<file path="src/rtl/mat_mul_pkg.sv">
// Shared types and helpers for the mat_mul scheduler and its result tracker.
package mat_mul_pkg;

  typedef enum logic {
    MODE_MUL = 1'b0,
    MODE_ADD = 1'b1
  } mode_t;

  // Multiply latency of an N x N mat_mul: adder-tree depth plus the product stage.
  function automatic int mul_lat(input int n);
    return $clog2(n) + 1;
  endfunction

endpackage

</file>
<file path="src/rtl/mm_track_pipe.sv">
// Valid/mode/tag shadow of the mat_mul pipeline. Multiplies enter at stage 0,
// adds are injected straight into the output slot; everything moves only on en.
module mm_track_pipe
  import mat_mul_pkg::*;
#(
  parameter int DEPTH = 4,
  parameter int TAG_W = 4
) (
  input  logic             clk,
  input  logic             rstn,
  input  logic             en,
  input  logic             push_valid,
  input  logic             push_mode,
  input  logic [TAG_W-1:0] push_tag,
  input  logic             byp_valid,
  input  logic             byp_mode,
  input  logic [TAG_W-1:0] byp_tag,
  output logic             near_valid,
  output logic             out_valid,
  output logic             out_mode,
  output logic [TAG_W-1:0] out_tag
);

  logic [DEPTH-1:0] vld_q, vld_d;
  mode_t            mode_q [DEPTH];
  mode_t            mode_d [DEPTH];
  logic [TAG_W-1:0] tag_q  [DEPTH];
  logic [TAG_W-1:0] tag_d  [DEPTH];

  always_comb begin
    // NOTE: every always_comb output gets a default first, so no path can infer a latch.
    vld_d  = vld_q;
    mode_d = mode_q;
    tag_d  = tag_q;
    vld_d[0]  = push_valid;
    mode_d[0] = mode_t'(push_mode);
    tag_d[0]  = push_tag;
    for (int i = 1; i < DEPTH; i++) begin
      vld_d[i]  = vld_q[i-1];
      mode_d[i] = mode_q[i-1];
      tag_d[i]  = tag_q[i-1];
    end
    if (byp_valid) begin
      vld_d[DEPTH-1]  = 1'b1;
      mode_d[DEPTH-1] = mode_t'(byp_mode);
      tag_d[DEPTH-1]  = byp_tag;
    end
  end

  always_ff @(posedge clk or negedge rstn) begin
    if (!rstn) begin
      vld_q <= '0;
    end else if (en) begin
      vld_q <= vld_d;
    end
  end

  // NOTE: payload arrays carry no reset; the valid bits alone decide whether an entry is meaningful.
  always_ff @(posedge clk) begin
    if (en) begin
      mode_q <= mode_d;
      tag_q  <= tag_d;
    end
  end

  // The stage feeding the output slot; an add landing now would collide with it.
  generate
    if (DEPTH > 1) begin : g_near
      assign near_valid = vld_q[DEPTH-2];
    end else begin : g_no_near
      assign near_valid = 1'b0;
    end
  endgenerate

  assign out_valid = vld_q[DEPTH-1];
  assign out_mode  = mode_q[DEPTH-1];
  assign out_tag   = tag_q[DEPTH-1];

endmodule

</file>
<file path="src/rtl/mat_mul_sched.sv">
// Command scheduler for mat_mul: accepts mul/add commands, stalls adds that would
// collide with a finishing multiply, applies result backpressure via mm_cen.
module mat_mul_sched
  import mat_mul_pkg::*;
#(
  parameter int N       = 8,
  parameter int TAG_W   = 4,
  parameter int MUL_LAT = mul_lat(N)
) (
  input  logic             clk,
  input  logic             rstn,
  input  logic             cmd_valid,
  output logic             cmd_ready,
  input  logic             cmd_mode,
  input  logic [TAG_W-1:0] cmd_tag,
  output logic             mm_cen,
  output logic             mm_valid_in,
  output logic             mm_mode,
  input  logic             mm_valid_out,
  output logic             res_valid,
  input  logic             res_ready,
  output logic [TAG_W-1:0] res_tag,
  output logic             res_mode,
  output logic             idle,
  output logic             err
);

  localparam int CW = $clog2(MUL_LAT + 2);

  logic          fire;
  logic          consume;
  logic          is_add;
  logic          near_valid;
  logic [CW-1:0] count_q;
  logic          err_q;

  assign is_add  = (mode_t'(cmd_mode) == MODE_ADD);
  assign mm_cen  = ~(res_valid & ~res_ready);
  assign consume = res_valid & res_ready;

  // Readiness depends only on state and cmd_mode, never on cmd_valid.
  assign cmd_ready   = rstn & mm_cen & ~(is_add & near_valid);
  assign fire        = cmd_valid & cmd_ready;
  assign mm_valid_in = fire;
  assign mm_mode     = cmd_mode;

  mm_track_pipe #(
    .DEPTH (MUL_LAT),
    .TAG_W (TAG_W)
  ) u_track (
    .clk        (clk),
    .rstn       (rstn),
    .en         (mm_cen),
    .push_valid (fire & ~is_add),
    .push_mode  (cmd_mode),
    .push_tag   (cmd_tag),
    .byp_valid  (fire & is_add),
    .byp_mode   (cmd_mode),
    .byp_tag    (cmd_tag),
    .near_valid (near_valid),
    .out_valid  (res_valid),
    .out_mode   (res_mode),
    .out_tag    (res_tag)
  );

  always_ff @(posedge clk or negedge rstn) begin
    if (!rstn) begin
      count_q <= '0;
    end else begin
      case ({fire, consume})
        2'b10:   count_q <= count_q + CW'(1);
        2'b01:   count_q <= count_q - CW'(1);
        default: count_q <= count_q;
      endcase
    end
  end

  always_ff @(posedge clk or negedge rstn) begin
    if (!rstn) begin
      err_q <= 1'b0;
    end else if (mm_valid_out != res_valid) begin
      err_q <= 1'b1;
    end
  end

  assign idle = (count_q == '0);
  assign err  = err_q;

endmodule

</file>
<file path="config.mk">
export PLATFORM = sky130hd
export DESIGN_NAME = mat_mul_sched
export DESIGN_NICKNAME = d
export VERILOG_FILES = /design/src/rtl/mat_mul_pkg.sv /design/src/rtl/mm_track_pipe.sv /design/src/rtl/mat_mul_sched.sv
export SDC_FILE = /design/constraint.sdc
export NUM_CORES = 1
export LEC_CHECK = 0
export ABC_AREA = 1
export BUFFER_PORTS_ARGS = -buffer_cell sky130_fd_sc_hd__buf_2
export CORE_MARGIN = 2
export CORE_UTILIZATION = 53
export DETAILED_ROUTE_END_ITERATION = 8
export GPL_ROUTABILITY_DRIVEN = 0
export GPL_TIMING_DRIVEN = 0
export HOLD_SLACK_MARGIN = 0.12
export PLACE_DENSITY = 0.77
export SLEW_MARGIN = 10
export SYNTH_ARGS = -nofsm -noshare
export SYNTH_HDL_FRONTEND = slang
export SYNTH_SLANG_ARGS = --single-unit
</file>
<file path="constraint.sdc">
create_clock -name clk -period 2.15 [get_ports clk]
set_input_delay 0.215 -clock clk [delete_from_list [all_inputs] [get_ports clk]]
set_output_delay 0.215 -clock clk [all_outputs]
set_load 0.02 [all_outputs]
</file>
======== Word level (Yosys, flattened, before mapping) ========
Index checks and enable logic that the tools add are counted.
operators by class
  bitwise gates (word level) .............. 12
  multiplexer cells ....................... 4
  equal/unequal tests ..................... 3
  reduce and logical (&&, ||, !) cells .... 2
  add/subtract/negate cells ............... 2
operators by type and width
  kind                                                                    count
  1-bit AND                                                               8
  3-bit one-hot mux with 2 select lines                                   1
  4-bit two-way mux                                                       1
  1-bit NOT                                                               4
  3-bit by 1-bit adder with 3-bit output (second input constant)          1
  3-bit logical NOT                                                       1
  3-bit by 1-bit subtractor with 3-bit output (second input constant)     1
  2-bit by 1-bit equality test with 1-bit output (second input constant)  1
  2-bit equality test (second input constant)                             1
  1-bit two-way mux                                                       2
  2-bit nonzero test                                                      1
  1-bit inequality test                                                   1
word-level totals
  output and inout bits ................... 12
  input bits .............................. 10
  bits in registers ....................... 28

======== Logic depth before layout (Yosys ltp) ========
  depth after elaboration ................. 8
  gate-level depth with buffers ........... 9
  gate-level depth less buffers ........... 9

======== Cells and area by module ========
From an unflattened synthesis, not the netlist that was laid out.
unflattened totals
  cell total of the unflattened synthesis .. 95
  area total of the unflattened synthesis .. 1146.1 um^2
by module, submodules not included
  module         cells an instance  area each (um^2)  instances
  mm_track_pipe  56                 860.8             1
  mat_mul_sched  39                 285.3             1

======== Worst setup path before layout ========
OpenSTA, ideal clock, no wires.
  kind .................................... flip-flop to flip-flop
  from .................................... register u_track.vld_q[3]
  to ...................................... register count_q[2]
  slack ................................... 0.182 ns
  path buffers ............................ 0
  clock period less this slack ............ 1.968 ns
  setup time .............................. 0.080 ns
  cell stages (with the launch flop) ...... 9
  arrival ................................. 1.888 ns
  path through ............................ dfrtp_1 nand2_4 nand4_4 ha_1 inv_1 fa_1 or2_0 nand2_1 xnor2_1
between the ends
  cells in the longest elaborated chain, start to end .. 7
  elaborated cells on any way between the ends .. 10
  classes of those cells .................. eq/ne (2); mux (1); bitwise (6); reduce/logical (1)
ends and longest elaborated chain
  what                                                                                          RTL line             source
  from (decl)                                                                                   mm_track_pipe.sv:24  logic [DEPTH-1:0] vld_q, vld_d;
  from (signal assigned)                                                                        mm_track_pipe.sv:54  vld_q <= vld_d;
  1-bit AND (*)                                                                                 mat_mul_sched.sv:38  assign mm_cen = ~(res_valid & ~res_ready);
  1-bit NOT (*)                                                                                 mat_mul_sched.sv:38
  via mm_cen                                                                                    mat_mul_sched.sv:16  output logic mm_cen,
  1-bit AND (*) (2 in series)                                                                   mat_mul_sched.sv:42  assign cmd_ready = rstn & mm_cen & ~(is_add & near_valid);
  1-bit AND (*)                                                                                 mat_mul_sched.sv:43  assign fire = cmd_valid & cmd_ready;
  2-bit by 1-bit equality test with 1-bit output / 2-bit equality test (equally long branches)  mat_mul_sched.sv:70  case ({fire, consume})
  3-bit one-hot mux with 2 select lines / 2-bit nonzero test (equally long branches)            --
  to (signal assigned)                                                                          mat_mul_sched.sv:71  2'b10: count_q <= count_q + CW'(1);
  to (signal assigned)                                                                          mat_mul_sched.sv:72  2'b01: count_q <= count_q - CW'(1);
  to (signal assigned)                                                                          mat_mul_sched.sv:73  default: count_q <= count_q;
  to (decl)                                                                                     mat_mul_sched.sv:34  logic [CW-1:0] count_q;
Mark *: on every way through the listed nets, which the timed path passes. The rest lies on a longest branch.
A chain may end at the register's enable or synchronous reset.

======== Worst setup path in the final report ========
  from .................................... register u_track.vld_q[3]
  to ...................................... register count_q[2]
between the ends
  cells in the longest elaborated chain, start to end .. 7
  elaborated cells on any way between the ends .. 10
  classes of those cells .................. eq/ne (2); mux (1); bitwise (6); reduce/logical (1)
ends and longest elaborated chain
  what                                                                                          RTL line
  1-bit AND                                                                                     mat_mul_sched.sv:38
  1-bit NOT                                                                                     mat_mul_sched.sv:38
  1-bit AND (2 in series)                                                                       mat_mul_sched.sv:42
  1-bit AND                                                                                     mat_mul_sched.sv:43
  2-bit by 1-bit equality test with 1-bit output / 2-bit equality test (equally long branches)  mat_mul_sched.sv:70
  3-bit one-hot mux with 2 select lines / 2-bit nonzero test (equally long branches)            --
Parallel ways exist; a longest one is shown, timed or not.

==> flow_summary_export.csv <==
group,metric,value,unit
cells_and_area,nets,133,
sta,layout_min_cycle_time,1.966,ns
critical_path,crit_arrival,2.23,ns
sta,timing.fmax,0.5085,GHz
cells_and_area,multi_input_area,277.8,µm²
sta,tightest_slew,0.3775,ns
drt,wl_per_cell,11.31,µm
min_path,hold_depth,3,
placement,dp_slack,0.1880,ns
clocking,clockBufferDepth,2,
outcome,status,"completed",
sta,finalSetupViolations,0,
synth,synth_top_area_cell,"edfxtp_1",
power_and_ir_drop,share_comb_of_total_power,0.306,
floorplanning,start_util,0.5473,
sta,clock_skew,0.006420,ns
clocking,cts_sinks,28,
synth,synthFlopType,"edfxtp_1",
cells_and_area,nFillCells,168,
synth,synth_edf_count,20,
synth,synthesis.nets,100,
power_and_ir_drop,swShare,0.3145,
power_and_ir_drop,ir_drop,0.6548,mV
sta,layout_setup_ws,0.1836,ns
power_and_ir_drop,p_int,0.001211,W
global_route,grt_max_degree,30,
clocking,clk_pin_slew,0.14,ns
power_and_ir_drop,power.density,1218,nW/µm²
sta,finalHoldViolations,0,
synth,yosys-top-cells-area,"edfxtp_1 51%, dfrtp_1 17%, inv_1 4.7%",
synth,ys_ff_latch,28,
floorplanning,dieWidth,51.33,µm
placement,hpwl,1150,µm
cells_and_area,area_growth,22.13,%
global_route,antenna_found_initial,0,
synth,yosysSeqAreaShare,0.6744,
cells_and_area,drive_gt1_frac,0.3167,
critical_path,worst_r2r_endpoint,"count_q[2]",
min_path,whs_endpoint,"u_track.vld_q[0]",
critical_path,r2r_start,"u_track.vld_q[3]",
flow_run,max_cap_viol_count,0,
critical_path,r2r_setup_slack,0.18,ns
synth,synth_cells,88,
drt,routed_wirelength,1674,µm
sta,timing.setup.tns,0,ns
power_and_ir_drop,finalPower,0.001766,W
min_path,holdCritStartpoint,"cmd_valid",
synth,synth_cell_types,24,
critical_path,r2r_cells,8,
floorplanning,die_h,51.33,µm
critical_path,crit_fanout,29,
min_path,hold_class,"primary input to flop",
sta,timing.final.crit_share,0.9146,
synth,synthArstFlopShare,0.2857,
global_route,grt-ovfl-total,0,
critical_path,cp-end-kind,"flop",
global_route,grt_pass1_wl,2677,µm
floorplanning,fp.coreArea,2170,µm²
synth,syn_avg_cell_area,13.49,µm²
sta,slew_violations,0,
clocking,cts_tree,"done",
critical_path,criticalPathCategory,"flop to flop",
sta,grt_setup_unrepaired,"false",
synth,syn_area,1187,µm²
global_route,gr-usage-all-layers,0.1463,
power_and_ir_drop,power_leakage,0.6614,nW
floorplanning,io_pins,22,
drt,drc,0,
clocking,cts_made_buffers,3,
drt,antenna_left,0,
drt,post_drt_via_cell_ratio,4.649,
clocking,clkLatencyLatePin,0.33,ns
placement,port-buffer-count,21,
power_and_ir_drop,p_clk_frac,0.193,
cells_and_area,diodes,0,
floorplanning,dieArea,2635,µm²
critical_path,cp-start-kind,"flop",
critical_path,required,2.41,ns
drt,routed-via-count,688,
drt,initialDrtViolationCount,8,
cells_and_area,regArea,800.8,µm²
drt,drt_pass1_iterations,4,
power_and_ir_drop,p_switching,0.0005554,W
synth,synth.top_cell.area_share,0.5058,
synth,synthTopCellsByCount,"20 x edfxtp_1, 15 x inv_1, 9 x nand2_1, 8 x dfrtp_1",
sta,max_slew_margin,0.7481,
power_and_ir_drop,seqPwrFrac,0.501,
clocking,cts-root-buf,"clkbuf_4",
synth,ys.warnings.count,0,
floorplanning,rows,17,
synth,synth_most_common_cell,"edfxtp_1",
clocking,htreeDepth,1,
global_route,grt_pass1_vias,609,
sta,fin_hold_ws,0.2465,ns
==> kinds of logic after synthesis <==
| family | Yosys count | share of synthesized area |
|---|---|---|
| fa+ha+maj | 2 | 0.02740 |
| compound gates | 11 | 0.05585 |
| xor+xnor | 2 | 0.01476 |
| flops | 28 | 0.6744 |
| simple gates | 23 | 0.1359 |
| buf+inv | 22 | 0.09167 |
==> worst max-delay path, cell delays in order (launching register included) <==
cell,delay (ns)
dfrtp_1,0.44
nand2_4,0.25
nand4_4,0.19
ha_1,0.16
inv_1,0.06
fa_1,0.38
or2_0,0.23
nand2_1,0.08
xnor2_1,0.11
==> area by class of cell <==
class / count / share of cell area
Sequential cell: 28 / 0.5522
Multi-Input combinational cell: 38 / 0.1915
Timing Repair Buffer: 28 / 0.1208
Inverter: 16 / 0.04142
Buffer: 6 / 0.03365
Tap cell: 28 / 0.02416
Clock inverter: 1 / 0.02071
Clock buffer: 3 / 0.01553
==> state kept, by name, indices dropped and copies added (netlist names) <==
| register | cells |
|---|---|
| u_track.tag_d | 8 |
| count_q | 3 |
| u_track.vld_q | 4 |
| err | 1 |
| u_track.out_mode | 1 |
| u_track.mode_d | 2 |
| u_track.out_tag | 4 |
| u_track.tag_q | 4 |
| u_track.mode_q | 1 |
==> placed cells by master, fill, tap and decap left out <==
| master | instances |
|---|---|
| a21oi_1 | 3 |
| buf_2 | 21 |
| buf_4 | 5 |
| buf_6 | 1 |
| bufinv_16 | 1 |
| clkbuf_4 | 3 |
| dfrtp_1 | 8 |
| dlygate4sd3_1 | 7 |
| edfxtp_1 | 20 |
| fa_1 | 1 |
| ha_1 | 1 |
| inv_1 | 15 |
| inv_2 | 1 |
| nand2_1 | 9 |
| nand2_2 | 1 |
| nand2_4 | 2 |
| nand3_1 | 5 |
| nand3_4 | 1 |
| nand4_4 | 1 |
| nor2_1 | 1 |
| nor2_8 | 1 |
| nor3_1 | 1 |
| o21ai_0 | 2 |
| o21ai_1 | 1 |
| o21bai_1 | 4 |
| o22ai_1 | 1 |
| or2_0 | 1 |
| xnor2_1 | 2 |
==> through the flow <==
stage                     area (µm²)  utilization  std cells
after floorplan                 1187            -         88
after global placement          1328       0.6119        137
after detailed placement        1328       0.6119        137
after CTS                       1450       0.6684        148
after global routing            1450       0.6684        148
final                           1450       0.6684        148
==> power groups by stage <==
| stage | clock network, W | logic, W | registers [W] |
|---|---|---|---|
| 6_report | 0.000341 | 0.000541 | 0.000884 |
| 5_1_grt | 0.000366 | 0.000595 | 0.000905 |
| 4_1_cts | 0.000348 | 0.000548 | 0.000886 |
| 3_5_place_dp | 0 | 0.000537 | 0.000899 |
| 3_3_place_gp | 0 | 0.000518 | 0.000888 |
| 2_1_floorplan | 0 | 0.000382 | 0.000901 |
==> layer usage <==
| layer | vias to the layer above | global-route usage | wire [µm] |
|---|---|---|---|
| met2 | 14 | 0.2035 | 790 |
| met3 | 7 | 0.02924 | 44 |
| met4 | 0 | 0.1184 | 64 |
| met1 | 312 | 0.1980 | 774 |
| met5 | - | 0 | 0 |
| li1 | 355 | - | - |
==> how the worst max path moves through the flow <==
| stage | startpoint | to | slack (ns) | depth (start not counted) |
|---|---|---|---|---|
| after floorplan | u_track.vld_q[3] | count_q[2] | 0.18 | 8 |
| after global placement | u_track.vld_q[3] | count_q[2] | 0.23 | 8 |
| after detailed placement | u_track.vld_q[3] | count_q[1] | 0.19 | 6 |
| after CTS | u_track.vld_q[3] | count_q[2] | 0.17 | 8 |
| after global routing | u_track.vld_q[3] | count_q[2] | 0.02 | 8 |
| final | u_track.vld_q[3] | count_q[2] | 0.18 | 8 |
==> what timing repair did <==
item                      4_1_cts  5_1_grt
hold buffers                    7        0
gates resized for setup         0        0
hold endpoints to repair       14        0
setup buffers                   0        0
(Power assumes the default switching activity.)
